==> src/rtl/fifo_uart_pkg.sv <==
// Shared definitions for the FIFO-draining UART transmitter.
// Contents:
//   DATA_W     - width of one FIFO word / UART data field
//   PAR_*      - encodings of the PARITY parameter
//   tx_state_e - transmitter FSM states
package fifo_uart_pkg;

  localparam int DATA_W   = 8;

  localparam int PAR_NONE = 0;
  localparam int PAR_EVEN = 1;
  localparam int PAR_ODD  = 2;

  typedef enum logic [2:0] {
    ST_IDLE,
    ST_POP,
    ST_WAIT,
    ST_START,
    ST_DATA,
    ST_PARITY,
    ST_STOP
  } tx_state_e;

endpackage

==> src/rtl/fifo_uart_tx_if.sv <==
// Bus between the FIFO read side / TX pin and the UART transmitter.
// Signals:
//   tx_enable  - permits new frames to start
//   fifo_data  - FIFO read data, valid the cycle after fifo_rd_en
//   fifo_empty - FIFO empty flag
//   fifo_rd_en - one-cycle read pulse per byte
//   tx         - serial line, idle high
//   busy       - transmitter owns a byte (POP through STOP)
//   frame_done - pulse on the last STOP cycle
// Modports: master = FIFO/system side, slave = transmitter.
interface fifo_uart_tx_if;
  import fifo_uart_pkg::*;

  logic              tx_enable;
  logic [DATA_W-1:0] fifo_data;
  logic              fifo_empty;
  logic              fifo_rd_en;
  logic              tx;
  logic              busy;
  logic              frame_done;

  modport master (
    output tx_enable, fifo_data, fifo_empty,
    input  fifo_rd_en, tx, busy, frame_done
  );

  modport slave (
    input  tx_enable, fifo_data, fifo_empty,
    output fifo_rd_en, tx, busy, frame_done
  );

endinterface

==> src/rtl/uart_baud_tick.sv <==
// Bit-period counter for the UART transmitter.
// Counts 0..CLKS_PER_BIT-1 and wraps; o_tick marks the last cycle of each
// serial bit. i_clear holds the counter at 0 so the first bit after a clear
// lasts a full period.
// Ports:
//   clk     - system clock
//   reset   - synchronous active-low reset
//   i_clear - synchronous clear
//   o_tick  - high on the last cycle of a bit period
module uart_baud_tick #(
  parameter int CLKS_PER_BIT = 16
) (
  input  logic clk,
  input  logic reset,
  input  logic i_clear,
  output logic o_tick
);

  localparam int              CNT_W = (CLKS_PER_BIT > 1) ? $clog2(CLKS_PER_BIT) : 1;
  localparam logic [CNT_W-1:0] LAST = CNT_W'(CLKS_PER_BIT - 1);

  logic [CNT_W-1:0] r_cnt;
  logic             w_last;

  assign w_last = (r_cnt == LAST);

  always_ff @(posedge clk) begin
    if (!reset) begin
      r_cnt <= '0;
    end else if (i_clear || w_last) begin
      r_cnt <= '0;
    end else begin
      r_cnt <= r_cnt + 1'b1;
    end
  end

  assign o_tick = w_last && !i_clear;

endmodule

==> src/rtl/fifo_uart_tx.sv <==
// FIFO drain stage that serialises each popped byte as a UART frame:
// start bit, 8 data bits LSB-first, optional parity bit, 1 or 2 stop bits.
// Ports:
//   clk   - system clock, rising edge
//   reset - synchronous active-low reset
//   bus   - fifo_uart_tx_if.slave (tx_enable, fifo_data, fifo_empty in;
//           fifo_rd_en, tx, busy, frame_done out)
// All outputs are decoded from registered state only, so there is no
// combinational path from any input to fifo_rd_en or tx.
module fifo_uart_tx
  import fifo_uart_pkg::*;
#(
  parameter int CLKS_PER_BIT = 16,
  parameter int PARITY       = 0,
  parameter int STOP_BITS    = 1
) (
  input  logic           clk,
  input  logic           reset,
  fifo_uart_tx_if.slave  bus
);

  if (CLKS_PER_BIT < 2 || PARITY < 0 || PARITY > 2 ||
      (STOP_BITS != 1 && STOP_BITS != 2)) begin : g_param_check
    $error("fifo_uart_tx: illegal CLKS_PER_BIT/PARITY/STOP_BITS combination");
  end

  localparam logic [2:0] STOP_LAST = 3'(STOP_BITS - 1);
  localparam logic       PAR_INV   = (PARITY == PAR_ODD);

  tx_state_e         r_state;
  tx_state_e         w_state_nxt;
  logic [DATA_W-1:0] r_shift;
  logic              r_par;
  logic [2:0]        r_bit_idx;
  logic              w_tick;
  logic              w_baud_clr;
  logic              w_last_stop;
  logic              w_tx;
  logic              w_rd_en;
  logic              w_busy;
  logic              w_frame_done;

  // The bit timer only runs while a bit is on the line.
  assign w_baud_clr  = (r_state == ST_IDLE) || (r_state == ST_POP) || (r_state == ST_WAIT);
  // In STOP the bit index counts stop bits (it wrapped to 0 at the end of DATA).
  assign w_last_stop = (r_bit_idx == STOP_LAST);

  uart_baud_tick #(
    .CLKS_PER_BIT (CLKS_PER_BIT)
  ) u_baud (
    .clk     (clk),
    .reset   (reset),
    .i_clear (w_baud_clr),
    .o_tick  (w_tick)
  );

  always_ff @(posedge clk) begin
    if (!reset) begin
      r_state <= ST_IDLE;
    end else begin
      r_state <= w_state_nxt;
    end
  end

  // Byte capture in WAIT: the registered FIFO presents data one cycle after
  // the POP pulse. Parity is computed here because the shift register is
  // consumed bit by bit afterwards.
  always_ff @(posedge clk) begin
    if (!reset) begin
      r_shift   <= '0;
      r_par     <= 1'b0;
      r_bit_idx <= '0;
    end else if (r_state == ST_WAIT) begin
      r_shift   <= bus.fifo_data;
      r_par     <= (^bus.fifo_data) ^ PAR_INV;
      r_bit_idx <= '0;
    end else if (w_tick) begin
      if (r_state == ST_DATA) begin
        r_shift   <= r_shift >> 1;
        r_bit_idx <= r_bit_idx + 3'd1;
      end else if (r_state == ST_STOP) begin
        r_bit_idx <= r_bit_idx + 3'd1;
      end
    end
  end

  always_comb begin
    w_state_nxt  = r_state;
    w_tx         = 1'b1;
    w_rd_en      = 1'b0;
    w_busy       = 1'b1;
    w_frame_done = 1'b0;
    unique case (r_state)
      ST_IDLE: begin
        w_busy = 1'b0;
        if (bus.tx_enable && !bus.fifo_empty) w_state_nxt = ST_POP;
      end
      ST_POP: begin
        w_rd_en     = 1'b1;
        w_state_nxt = ST_WAIT;
      end
      ST_WAIT: begin
        w_state_nxt = ST_START;
      end
      ST_START: begin
        w_tx = 1'b0;
        if (w_tick) w_state_nxt = ST_DATA;
      end
      ST_DATA: begin
        w_tx = r_shift[0];
        if (w_tick && (r_bit_idx == 3'd7)) begin
          w_state_nxt = (PARITY != PAR_NONE) ? ST_PARITY : ST_STOP;
        end
      end
      ST_PARITY: begin
        w_tx = r_par;
        if (w_tick) w_state_nxt = ST_STOP;
      end
      ST_STOP: begin
        if (w_tick && w_last_stop) begin
          w_frame_done = 1'b1;
          w_state_nxt  = ST_IDLE;
        end
      end
      default: begin
        w_busy      = 1'b0;
        w_state_nxt = ST_IDLE;
      end
    endcase
  end

  assign bus.tx         = w_tx;
  assign bus.fifo_rd_en = w_rd_en;
  assign bus.busy       = w_busy;
  assign bus.frame_done = w_frame_done;

endmodule

==> src/flat_wrapper.sv <==
// flat-port wrapper written by rule: the top's interface ports become plain ports
module fifo_uart_tx_flat import fifo_uart_pkg::*;
#(
  parameter int CLKS_PER_BIT = 16,
  parameter int PARITY       = 0,
  parameter int STOP_BITS    = 1
)
  (clk, reset, bus_tx_enable, bus_fifo_data, bus_fifo_empty, bus_fifo_rd_en, bus_tx, bus_busy, bus_frame_done);
  fifo_uart_tx_if bus_i ();
  input  logic clk;
  input  logic reset;
  input wire logic [$bits(bus_i.tx_enable)-1:0] bus_tx_enable;
  input wire logic [$bits(bus_i.fifo_data)-1:0] bus_fifo_data;
  input wire logic [$bits(bus_i.fifo_empty)-1:0] bus_fifo_empty;
  output wire logic [$bits(bus_i.fifo_rd_en)-1:0] bus_fifo_rd_en;
  output wire logic [$bits(bus_i.tx)-1:0] bus_tx;
  output wire logic [$bits(bus_i.busy)-1:0] bus_busy;
  output wire logic [$bits(bus_i.frame_done)-1:0] bus_frame_done;
  assign bus_i.tx_enable = bus_tx_enable;
  assign bus_i.fifo_data = bus_fifo_data;
  assign bus_i.fifo_empty = bus_fifo_empty;
  assign bus_fifo_rd_en = bus_i.fifo_rd_en;
  assign bus_tx = bus_i.tx;
  assign bus_busy = bus_i.busy;
  assign bus_frame_done = bus_i.frame_done;
  fifo_uart_tx #(.CLKS_PER_BIT(CLKS_PER_BIT), .PARITY(PARITY), .STOP_BITS(STOP_BITS)) u_core (.clk(clk), .reset(reset), .bus(bus_i));
endmodule
==> config.mk <==
export PLATFORM = sky130hd
export DESIGN_NAME = fifo_uart_tx_flat
export DESIGN_NICKNAME = d
export VERILOG_FILES = /design/src/rtl/fifo_uart_pkg.sv /design/src/rtl/fifo_uart_tx_if.sv /design/src/rtl/uart_baud_tick.sv /design/src/rtl/fifo_uart_tx.sv /design/src/flat_wrapper.sv
export SDC_FILE = /design/constraint.sdc
export NUM_CORES = 1
export LEC_CHECK = 0
export CORE_MARGIN = 10
export CORE_UTILIZATION = 51
export DETAILED_ROUTE_END_ITERATION = 10
export PLACE_DENSITY_LB_ADDON = 0.2
export SYNTH_ARGS = -nofsm -noshare
export SYNTH_HDL_FRONTEND = slang
export SYNTH_SLANG_ARGS = --single-unit
==> constraint.sdc <==
create_clock -name clk -period 1.9 [get_ports clk]
set_input_delay 0.38 -clock clk [delete_from_list [all_inputs] [get_ports clk]]
set_output_delay 0.38 -clock clk [all_outputs]
set_load 0.05 [all_outputs]
Word level (Yosys, flattened, before mapping)

Index checks and enable logic that the tools add are counted.

$mul: 0
Reductions and logical operators: 21
Bitwise gates (word level): 1
Equal/unequal tests: 13
Div/mod/pow operators: 0
Mux-type cells: 16
Order comparisons: 0
Shift-type cells: 0
Add/sub/neg operators: 2

Operators by type and width:

| cell                                                                   | number |
|---|---|
| 8-bit two-way mux                                                      | 3 |
| 3-bit two-way mux                                                      | 7 |
| 3-bit one-hot mux with 7 select lines                                  | 1 |
| 3-bit equality test (second input constant)                            | 4 |
| 8-bit parity                                                           | 1 |
| 3-bit by 2-bit equality test with 1-bit output (second input constant) | 2 |
| 3-bit logical NOT                                                      | 2 |
| 2-bit != test (second input constant)                                  | 3 |
| 2-bit nonzero test                                                     | 3 |
| 6-bit OR reduction                                                     | 1 |
| 5-bit AND reduction                                                    | 1 |
| 4-bit by 1-bit adder with 4-bit output (second input constant)         | 1 |
| 4-bit equality test (second input constant)                            | 1 |
| 1-bit logical AND                                                      | 4 |
| 1-bit two-way mux                                                      | 4 |
| 2-bit by 1-bit != test with 1-bit output (second input constant)       | 2 |
| 2-bit AND reduction                                                    | 2 |
| 2-bit OR reduction                                                     | 2 |
| 3-bit by 1-bit adder with 3-bit output (second input constant)         | 1 |
| 3-bit by 1-bit equality test with 1-bit output (second input constant) | 1 |
| 1-bit logical OR                                                       | 3 |
| 1-bit one-hot mux with 3 select lines                                  | 1 |
| 1-bit logical NOT                                                      | 2 |
| 1-bit NOT                                                              | 1 |

Register bits after elaboration: 19
Bits of input ports: 12
Memory bits (read-only): 0
Memories: 0
Word-level logic and storage cells: 58
Bits in writable memories: 0
Bits in latches: 0

Depth between registers and ports, before layout

Gate-level depths: netlist of run 1.

Depth in word-level cells: 8
Mapped depth: 6

Cells and area by module

A second synthesis of run 1 with hierarchy kept.

Cell total of the unflattened synthesis: 114
Area, all modules: 1044.8 um^2

Modules (own cells, without submodules):

| module         | sequential area each (um^2) | area an instance (um^2) | times used | cells an instance |
|---|---|---|---|---|
| fifo_uart_tx   | 300.3                       | 883.3                   | 1          | 98 |
| uart_baud_tick | 80.1                        | 161.4                   | 1          | 16 |

Worst setup path before layout of run 1

Ideal clock, no wire load.

Kind: flip-flop to output port
Start point: register u_core.u_baud.r_cnt[0]
End point: output port bus_frame_done
Data arrival time: 2.325 ns
Buffers on the path: 1
Cell stages (with the launch flop): 5
Slack: -0.805 ns
Path through: dfxtp_1 ha_1 nand3_1 buf_4 nor4_1

Longest elaborated chain between the ends: 5

RTL lines:

| what                   | line                 | source |
|---|---|---|
| start, declared        | uart_baud_tick.sv:22 | `logic [CNT_W-1:0] r_cnt;` |
| start signal, assigned | uart_baud_tick.sv:33 | `r_cnt <= r_cnt + 1'b1;` |
| 4-bit equality test    | uart_baud_tick.sv:25 | `assign w_last = (r_cnt == LAST);` |
| 1-bit logical AND      | uart_baud_tick.sv:37 | `assign o_tick = w_last && !i_clear;` |
| 1-bit logical AND      | fifo_uart_tx.sv:120  | `if (w_tick && w_last_stop) begin` |
| 1-bit two-way mux      | fifo_uart_tx.sv:120  |  |
| 1-bit two-way mux      | fifo_uart_tx.sv:93   | `unique case (r_state)` |
| end, declared          | flat_wrapper.sv:18   | `output wire logic [$bits(bus_i.frame_done)-1:0] bus_frame_done;` |

Every way passes these cells.

Worst setup path after layout of run 1

Same ends and word-level chain as after synthesis.

==> results.txt, run 1 <==
* Remaining max-slew budget at the tightest pin: 69.9%
- Hold path cells: 1
* Average cell area after synthesis: 8.34 sq um
- At the later pin of the worst-skew pair, clock insertion delay measures 0.30 ns.
- The first global-routing pass estimated 3.55 mm of wire.
- Clock sink total: 19
- Number of violations reported at the end of detailed-routing iteration 0: 43
* Synth unique cells: 34
- Maximum clock frequency: approximately 0.56 GHz
* Kind of launch point of the worst setup path: flip-flop
- Summed over all layers, the global routing overflow is 0.
- Number of nets produced by synthesis: about 140
- Count of max-cap constraint violations: 0
- Ratio of cells with drive above 1 in the final layout: 16.1%
- In this run the horizontal extent of the chip is 64.7 microns.
- For the worst setup path, the data required time is 1.52 ns.
* Number of primary I/O pins: 16
- Worst hold path type: flip-flop to flip-flop
* Starting Density: ~53%
- CTS built an H-tree with a depth of 1.
- The first TritonRoute pass finished after 4 iterations.
* Worst slew pin tran: 0.449 ns
* Hold_ws: 0.454 ns
* Share of the clock period used by the worst path: 94.7%
- In this run the power density over the cells is 646 nW/um^2.
- TritonCTS built the clock tree.
- Post-detailed-placement half-perimeter wirelength: 1.55 mm
- The share of the Yosys chip area taken by registers is 37.4%.
* Post-synthesis instance area: 1020 sq um
- Number of vias per cell after detailed routing: 5.28
- The final layout contains between 150 and 200 nets.
- Final Non-Filler Cells: 164
- Final setup TNS: 0 ns
- In this run the static leakage power is ~0.47 nW.
- Area of placed instances: 1250 sq um
* Root buffer selected by CTS: sky130_fd_sc_hd__clkbuf_4
* Final critical delay including setup and external delays: around 1.8 ns
* Vias post-DR: 866
- For the worst setup path, the data arrival time is 1.42 ns.
- Final routed wire length divided by cell count: 12.5 microns
- Final Hold Viols: 0
- Synthesis-to-layout area growth: 28.5%
- Clock skew on the completed layout was measured at 0.0123 ns.
- The number of antenna diodes in the final layout is 0.
- For the worst flop-to-flop path, the logic depth is 4.
- Result of the run: finished clean
- Vertical extent of the die: 64.7 microns
- After detailed routing, the number of remaining DRC violations is 0.
- Setup Slack @ Placement: 0.210 ns
- The floorplan has 16 rows.
- The cell count after synthesis came out at ~120.
- Clock-pin slew was measured on the worst setup and hold paths at 0.09 ns.
- Core box area: 1920 sq um
- Synthesis inferred 19 register bits.
* Least setup slack across all paths after layout: approximately 0.10 ns
- Number of global-route vias before repair: 857
- Of all nets on the critical path, the largest fanout is 6.
- Number of antenna violations at the first check in global routing: 0
- Total number of yosys warnings: 0
* Critical Path End Type: primary output
* Number of setup violations in the final report: 0
- Pin count of the biggest net entering global routing: 16
* Count of pins over their slew limit: 0
* Overall routed net length: roughly 2 mm
- No sink is reached through more buffers than the 2 on the longest clock path.
* Cell count after placement: 160
- ANT nets after route: 0
- Weighted congestion at the end of routability-driven global placement: 0.782
* Number of I/O port buffers: 15
* Maximum vdd ir drop: 576 uV
- Setup repair after global routing missed its margin: false
* Design area: 1310 sq um
- The die covers 4180 sq um.
* Number of buffers inserted during clock tree synthesis: 3
* Setup Crit Path Kind: flip-flop to primary output
- Global routing consumed, over all layers together, 10.1% of the routing resources.
per-layer routing:
metal | up-vias | part of all wire, % | GRT usage, %
met1 | 395 | 46 | 12.2
li1 | 452 | - | -
met5 | - | 0 | 0
met2 | 17 | 48 | 16.9
met4 | 0 | 0.73 | 2.94
met3 | 2 | 4.9 | 3.26
through the flow:
step	power (mW)	utilization, %
after detailed placement	0.651	65.0
after floorplan	0.569	-
after CTS	0.853	66.9
final	0.844	68.0
after global routing	0.893	68.0
after global placement	0.647	65.0
registers in the layout, summed over array words and instances, names as in the netlist:
name and count:
u_core.u_baud.r_cnt 4, u_core.r_state 3, u_core.r_par 1, u_core.r_shift 8, u_core.r_bit_idx 3
synthesized netlist by cell type:
master / n / area, sq um
sky130_fd_sc_hd__dfxtp_1: 19 / 380
sky130_fd_sc_hd__nor4_1: 1 / 6.26
sky130_fd_sc_hd__a22oi_1: 4 / 30.0
sky130_fd_sc_hd__a211o_1: 1 / 8.76
sky130_fd_sc_hd__xor2_1: 1 / 8.76
sky130_fd_sc_hd__and2_1: 2 / 12.5
sky130_fd_sc_hd__a221oi_1: 1 / 8.76
sky130_fd_sc_hd__nand3_1: 6 / 30.0
sky130_fd_sc_hd__nor2_1: 7 / 26.3
sky130_fd_sc_hd__and3_1: 1 / 6.26
sky130_fd_sc_hd__o21ai_0: 7 / 35.0
sky130_fd_sc_hd__nor3_1: 2 / 10.0
sky130_fd_sc_hd__a21o_1: 1 / 7.51
sky130_fd_sc_hd__mux2i_1: 2 / 20.0
sky130_fd_sc_hd__o21bai_1: 1 / 7.51
sky130_fd_sc_hd__or3_1: 1 / 6.26
sky130_fd_sc_hd__a31oi_1: 3 / 18.8
sky130_fd_sc_hd__a21oi_1: 5 / 25.0
sky130_fd_sc_hd__buf_4: 1 / 7.51
sky130_fd_sc_hd__xnor2_1: 9 / 78.8
sky130_fd_sc_hd__or3b_2: 1 / 8.76
sky130_fd_sc_hd__nor3_2: 1 / 10.0
sky130_fd_sc_hd__inv_1: 5 / 18.8
sky130_fd_sc_hd__nand2b_1: 5 / 31.3
sky130_fd_sc_hd__a21boi_0: 5 / 37.5
sky130_fd_sc_hd__o21a_1: 2 / 15.0
sky130_fd_sc_hd__nor3b_1: 2 / 15.0
sky130_fd_sc_hd__nor2b_1: 1 / 6.26
sky130_fd_sc_hd__buf_2: 3 / 15.0
sky130_fd_sc_hd__clkbuf_1: 3 / 11.3
sky130_fd_sc_hd__nor2_2: 1 / 6.26
sky130_fd_sc_hd__ha_1: 4 / 50.1
sky130_fd_sc_hd__nand2_1: 13 / 48.8
sky130_fd_sc_hd__a22o_1: 1 / 8.76
worst max-delay path, stage by stage, from the launching register on:
cell,delay (ns)
sky130_fd_sc_hd__dfxtp_2,0.37
sky130_fd_sc_hd__ha_4,0.16
sky130_fd_sc_hd__nand3_4,0.10
sky130_fd_sc_hd__nor4_4,0.32
sky130_fd_sc_hd__buf_12,0.18
path summary, 6_finish.rpt:
path	from	to	slack (ns)
worst max-delay path	u_core.u_baud.r_cnt[0]	bus_frame_done	0.10
worst min-delay path	u_core.u_baud.r_cnt[0]	u_core.u_baud.r_cnt[0]	0.45
worst max register to register	u_core.r_state[1]	u_core.r_shift[7]	0.38
worst min register to register	u_core.u_baud.r_cnt[0]	u_core.u_baud.r_cnt[0]	0.45
repair_timing:
action / 4_1_cts / 5_1_grt
hold buffers: 0 / 0
pin swaps: 1 / 1
setup buffers: 0 / 0
gates resized for setup: 4 / 5
setup endpoints to repair: 1 / 1
power breakdown:
part | leakage, nW | switching (mW) | internal [mW]
registers | 0.157 | 0.0266 | 0.421
clock network | 0.0150 | 0.120 | 0.0818
logic | 0.294 | 0.0915 | 0.103
cell usage in the layout (no fill, tap or decap), drive strengths merged, types with 2 or more instances in the layout:
cell type,n
dfxtp,19
nand2,13
clkdlybuf4s50,11
xnor2,9
nor2,8
o21ai,7
buf,7
nand3,6
inv,5
a21oi,5
nand2b,5
a21boi,5
a22oi,4
ha,4
clkbuf,4
a31oi,3
nor3,3
mux2i,2
and2,2
o21a,2
nor3b,2
kinds of logic (layout without fill, tap and decap cells):
family / Yosys count / in the layout / synth area share [%]
multiplexers: 2 / 2 / 1.97
buffers and inverters: 12 / 27 / 5.17
AND/OR/NAND/NOR: 44 / 44 / 22.0
adder cells (fa/ha/maj): 4 / 4 / 4.92
flip-flops: 19 / 19 / 37.4
AO/OA/AOI/OAI: 31 / 31 / 19.9
XOR/XNOR: 10 / 10 / 8.61
area by class of cell:
type	count	area, sq um
multi-input cells	91	629
fillers	166	614
flip-flops and latches	19	387
repair buffers	18	213
well taps	27	33.8
clock buffers	4	26.3
inverters	5	18.8
No activity file was read; power rests on OpenSTA's default activity.
==> run 2: changes to the inputs <==
--- a/config.mk
+++ b/config.mk
@@ -5,10 +5,11 @@
 export SDC_FILE = /design/constraint.sdc
 export NUM_CORES = 1
 export LEC_CHECK = 0
-export CORE_MARGIN = 10
-export CORE_UTILIZATION = 51
+export CORE_MARGIN = 4
+export CORE_UTILIZATION = 56
 export DETAILED_ROUTE_END_ITERATION = 10
 export PLACE_DENSITY_LB_ADDON = 0.2
 export SYNTH_ARGS = -nofsm -noshare
 export SYNTH_HDL_FRONTEND = slang
+export SYNTH_HIERARCHICAL = 1
 export SYNTH_SLANG_ARGS = --single-unit
==> constraint.sdc (replaced) <==
create_clock -name clk -period 2.2 [get_ports clk]
set_input_delay 0.44 -clock clk [delete_from_list [all_inputs] [get_ports clk]]
set_output_delay 0.44 -clock clk [all_outputs]
set_load 0.05 [all_outputs]
==> run 2 against run 1 <==
- routed wire length increased by 4.4%
- first-iteration DRC count decreased by 77%
- clock-buffer cell count decreased by 1
- core utilization increased by 8.2 points
- die area decreased by 37%
- sequential share of layout area decreased by 0.81 points
- critical endpoint unchanged
- flip-flop and latch count unchanged
==> results.txt, run 2 <==
* Most frequent cells after synthesis: sky130_fd_sc_hd__dfxtp_1, sky130_fd_sc_hd__nand2_1, sky130_fd_sc_hd__xnor2_1
- STA classifies the critical path endpoint as a primary output.
- Number of nets produced by synthesis: between 100 and 150
* Combinational share of power: 17.4%
- Across the run, the number of max-cap violations was 0.
- The number of antenna diodes in the final layout is 0.
- Yosys mapped the design onto 37 distinct sky130hd cell types.
- The cell sitting at the root of the clock tree is a sky130_fd_sc_hd__clkbuf_4.
* Flip-flop count of the largest register after layout: 8
- Utilization after layout: approximately three quarters
* # H-tree levels: 1
- met2 is the most crowded layer.
- Summing internal, switching and leakage power gives between 0.6 and 0.7 mW.
- Starting Density: around three fifths
- Final routed wire length divided by cell count: 13.5 microns
* Maximum vdd ir drop: approximately 500 uV
* Post-detailed-placement half-perimeter wirelength: 1.60 mm
* Placement row count: 15
- The worst register-to-register path has a depth of 9.
- Worst hold path type: flip-flop to flip-flop
* Number of violations reported at the end of detailed-routing iteration 0: 10
- Worst-skew pair later-pin latency: 0.31 ns
- Pin count of the biggest net entering global routing: 17
- Met1 capacity usage during global routing: 22.2%
* Setup Crit Path Kind: flip-flop to primary output
* R2R Setup Slk: 0.26 ns
- Register bit total from synthesis: 19
* Async set-or-reset flop fraction in the synthesized netlist: 0%
- Leading registers by flop count: u_core/r_shift x8, u_core/u_baud/r_cnt x4
- Tracing the worst setup path back leads to its startpoint at u_core/u_baud/r_cnt[0].
* Cell accounting for the most synthesized area: sky130_fd_sc_hd__dfxtp_1
* Final Hold Viols: 0
- For this run, the post-layout net count is 151.
- Measured along the y axis, the die boundary spans 51.2 microns.
* ANT nets after route: 0
* Clock Pin Slew Worst Setup and Hold Paths: 0.10 ns
- Number of global-route vias before repair: 827
- Sorting the synthesized cells by area gives the leading types as sky130_fd_sc_hd__dfxtp_1, sky130_fd_sc_hd__xnor2_1, sky130_fd_sc_hd__mux2i_1.
- Register with the most flip-flops: u_core/r_shift
- Final hold analysis gives a worst-case slack of ~0.43 ns.
- Setup repair after global routing left no endpoint under its margin.
- Synthesis produced a netlist whose cell count is 114.
- The startpoint identified for the worst register-to-register timing path is u_core/u_baud/r_cnt[0].
- Global Route met2 Usage: 30.5%
* Vias post-DR: just under 900
- Number of buffers inserted during clock tree synthesis: 3
- Synthesis-to-layout area growth: 27.4%
* Worst path required time: 1.76 ns
- Number of vias per cell after detailed routing: approximately 5.5
- Pwr Density: 488 nW/um^2
* Fraction of power spent switching nets: 26.5%
- Yosys mapped a number of flops with a built-in enable equal to 0.
- First-pass GRT wire length: between 3 and 4 mm
- The most critical setup path has its endpoint at bus_frame_done.
* Static leakage power: 0.539 nW
- Sequential elements use 36.4% of the synthesized area.
* Most common cell after layout, fill and taps aside: sky130_fd_sc_hd__dfxtp_1
- Kind of launch point of the worst setup path: flip-flop
- TritonCTS built the clock tree.
* Count of pins over their slew limit: 0
- Total net switching power: 0.172 mW
- Result of the run: finished clean
- Along the worst path, the maximum fanout reaches 3.
* Clock group share of total power: 27.7%
- The mapped netlist covers 1040 sq um.
- Hold path cells: 1
- Number of primary I/O pins: 16
- M3 GR Usage: 5.25%
- Weighted congestion at the end of routability-driven global placement: 0.769
- Pre-Repair DR Iteration Count: 4
- The count of buffers added on input and output ports is 15.
* Clock sink total: 19
- The worst path needs 2.11 ns of the cycle, external delays included.
- Final setup TNS: 0 ns
* Clk_skew: 0.00935 ns
* Terminus of the critical flop-to-flop path: u_core/r_shift[2]
* Most used cells in the layout excluding fill and tap cells: sky130_fd_sc_hd__dfxtp_1, sky130_fd_sc_hd__clkdlybuf4s50_1, sky130_fd_sc_hd__nand2_1
* Number of antenna violations at the first check in global routing: 0
* DRC errors left: 0
- The die covers 2620 sq um.
- Most used standard cell by instance count after synthesis: sky130_fd_sc_hd__dfxtp_1
- At the pin with the least slew margin, the transition time is 0.482 ns.
- During synthesis, Yosys emitted a total of 6 warnings.
- Ratio of cells with drive above 1 in the final layout: 20.9%
- Setup violations remaining at the end of the flow were counted as 0.
* Core box area: 1750 sq um
- Data arrival, critical path: 1.67 ns
* Longest Clk Path Bufs: 2
* Main synth FF type: sky130_fd_sc_hd__dfxtp_1
- Share of the clock period used by the worst path: 95.9%
* Post-synth top area share: a little over a third
* Total gr overflow: 0
- The die is ~50 microns wide.
* Average cell area after synthesis: 9.16 sq um
- Of the total power, registers draw 54.9%.
* Maximum clock frequency: 0.474 GHz
* Remaining max-slew budget at the tightest pin: around 68%
- Overall routed net length: 2.14 mm
* Cell-internal power: 0.478 mW
- Across every metal layer, demand over resource in global routing totals about 18%.
run 2: cell families (layout without fill, tap and decap cells):
kind of cell	after synthesis	in the layout	synth area share, %
multiplexers	8	8	7.78
XOR/XNOR	10	10	8.38
flip-flops	19	19	36.4
AO/OA/AOI/OAI	23	23	16.5
buffers and inverters	11	31	4.67
adder cells (fa/ha/maj)	4	4	4.79
AND/OR/NAND/NOR	39	39	21.4
run 2: through the flow:
stage               cells  area [sq um]  worst slack [ns]
floorplan             114          1060           0.00429
global placement      153          1260             0.284
detailed placement    153          1260             0.211
CTS                   159          1330            0.0411
global route          159          1330           0.00109
finish                159          1330            0.0895
run 2: critical path, cell delays in order (launching register included):
cell and delay (ns):
sky130_fd_sc_hd__dfxtp_2 0.35, sky130_fd_sc_hd__ha_2 0.20, sky130_fd_sc_hd__nand3_2 0.11, sky130_fd_sc_hd__nor2_4 0.13, sky130_fd_sc_hd__nand3_4 0.09, sky130_fd_sc_hd__nor4b_4 0.31
sky130_fd_sc_hd__buf_12 0.17
run 2: cell type report:
cell class	instances	area (sq um)
clock buffer	3	22.5
clock inverter	1	5.00
fill	131	414
inverter	5	18.8
multi-input combinational	84	653
sequential	19	383
tap	25	31.3
timing repair buffer	22	218
run 2: power groups by stage:
stage	clock, mW	combinational, mW	sequential, mW
after global routing	0.201	0.122	0.358
after global placement	0	0.111	0.364
after floorplan	0	0.0699	0.364
after CTS	0.187	0.114	0.356
after detailed placement	0	0.113	0.364
final	0.180	0.113	0.356
run 2: how the worst min path moves through the flow:
stage                                         to              startpoint
after global placement    u_core/u_baud/r_cnt[0]  u_core/u_baud/r_cnt[0]
after floorplan           u_core/u_baud/r_cnt[0]  u_core/u_baud/r_cnt[0]
after global routing      u_core/u_baud/r_cnt[0]  u_core/u_baud/r_cnt[0]
final                     u_core/u_baud/r_cnt[0]  u_core/u_baud/r_cnt[0]
after CTS                 u_core/u_baud/r_cnt[0]  u_core/u_baud/r_cnt[0]
after detailed placement  u_core/u_baud/r_cnt[0]  u_core/u_baud/r_cnt[0]
run 2: timing repair:
action	4_1_cts	5_1_grt
pin swaps	3	2
buffers inserted	2	0
resized for setup	7	0
endpoints found under the setup margin	1	1
cloned	0	0
hold buffers	0	0
run 2: routing by layer:
metal  vias to the layer above  wire length (microns)
li1                        446                      -
met1                       406                   1020
met2                        12                   1020
met3                         4                     72
met4                         0                     32
met5                         -                      0
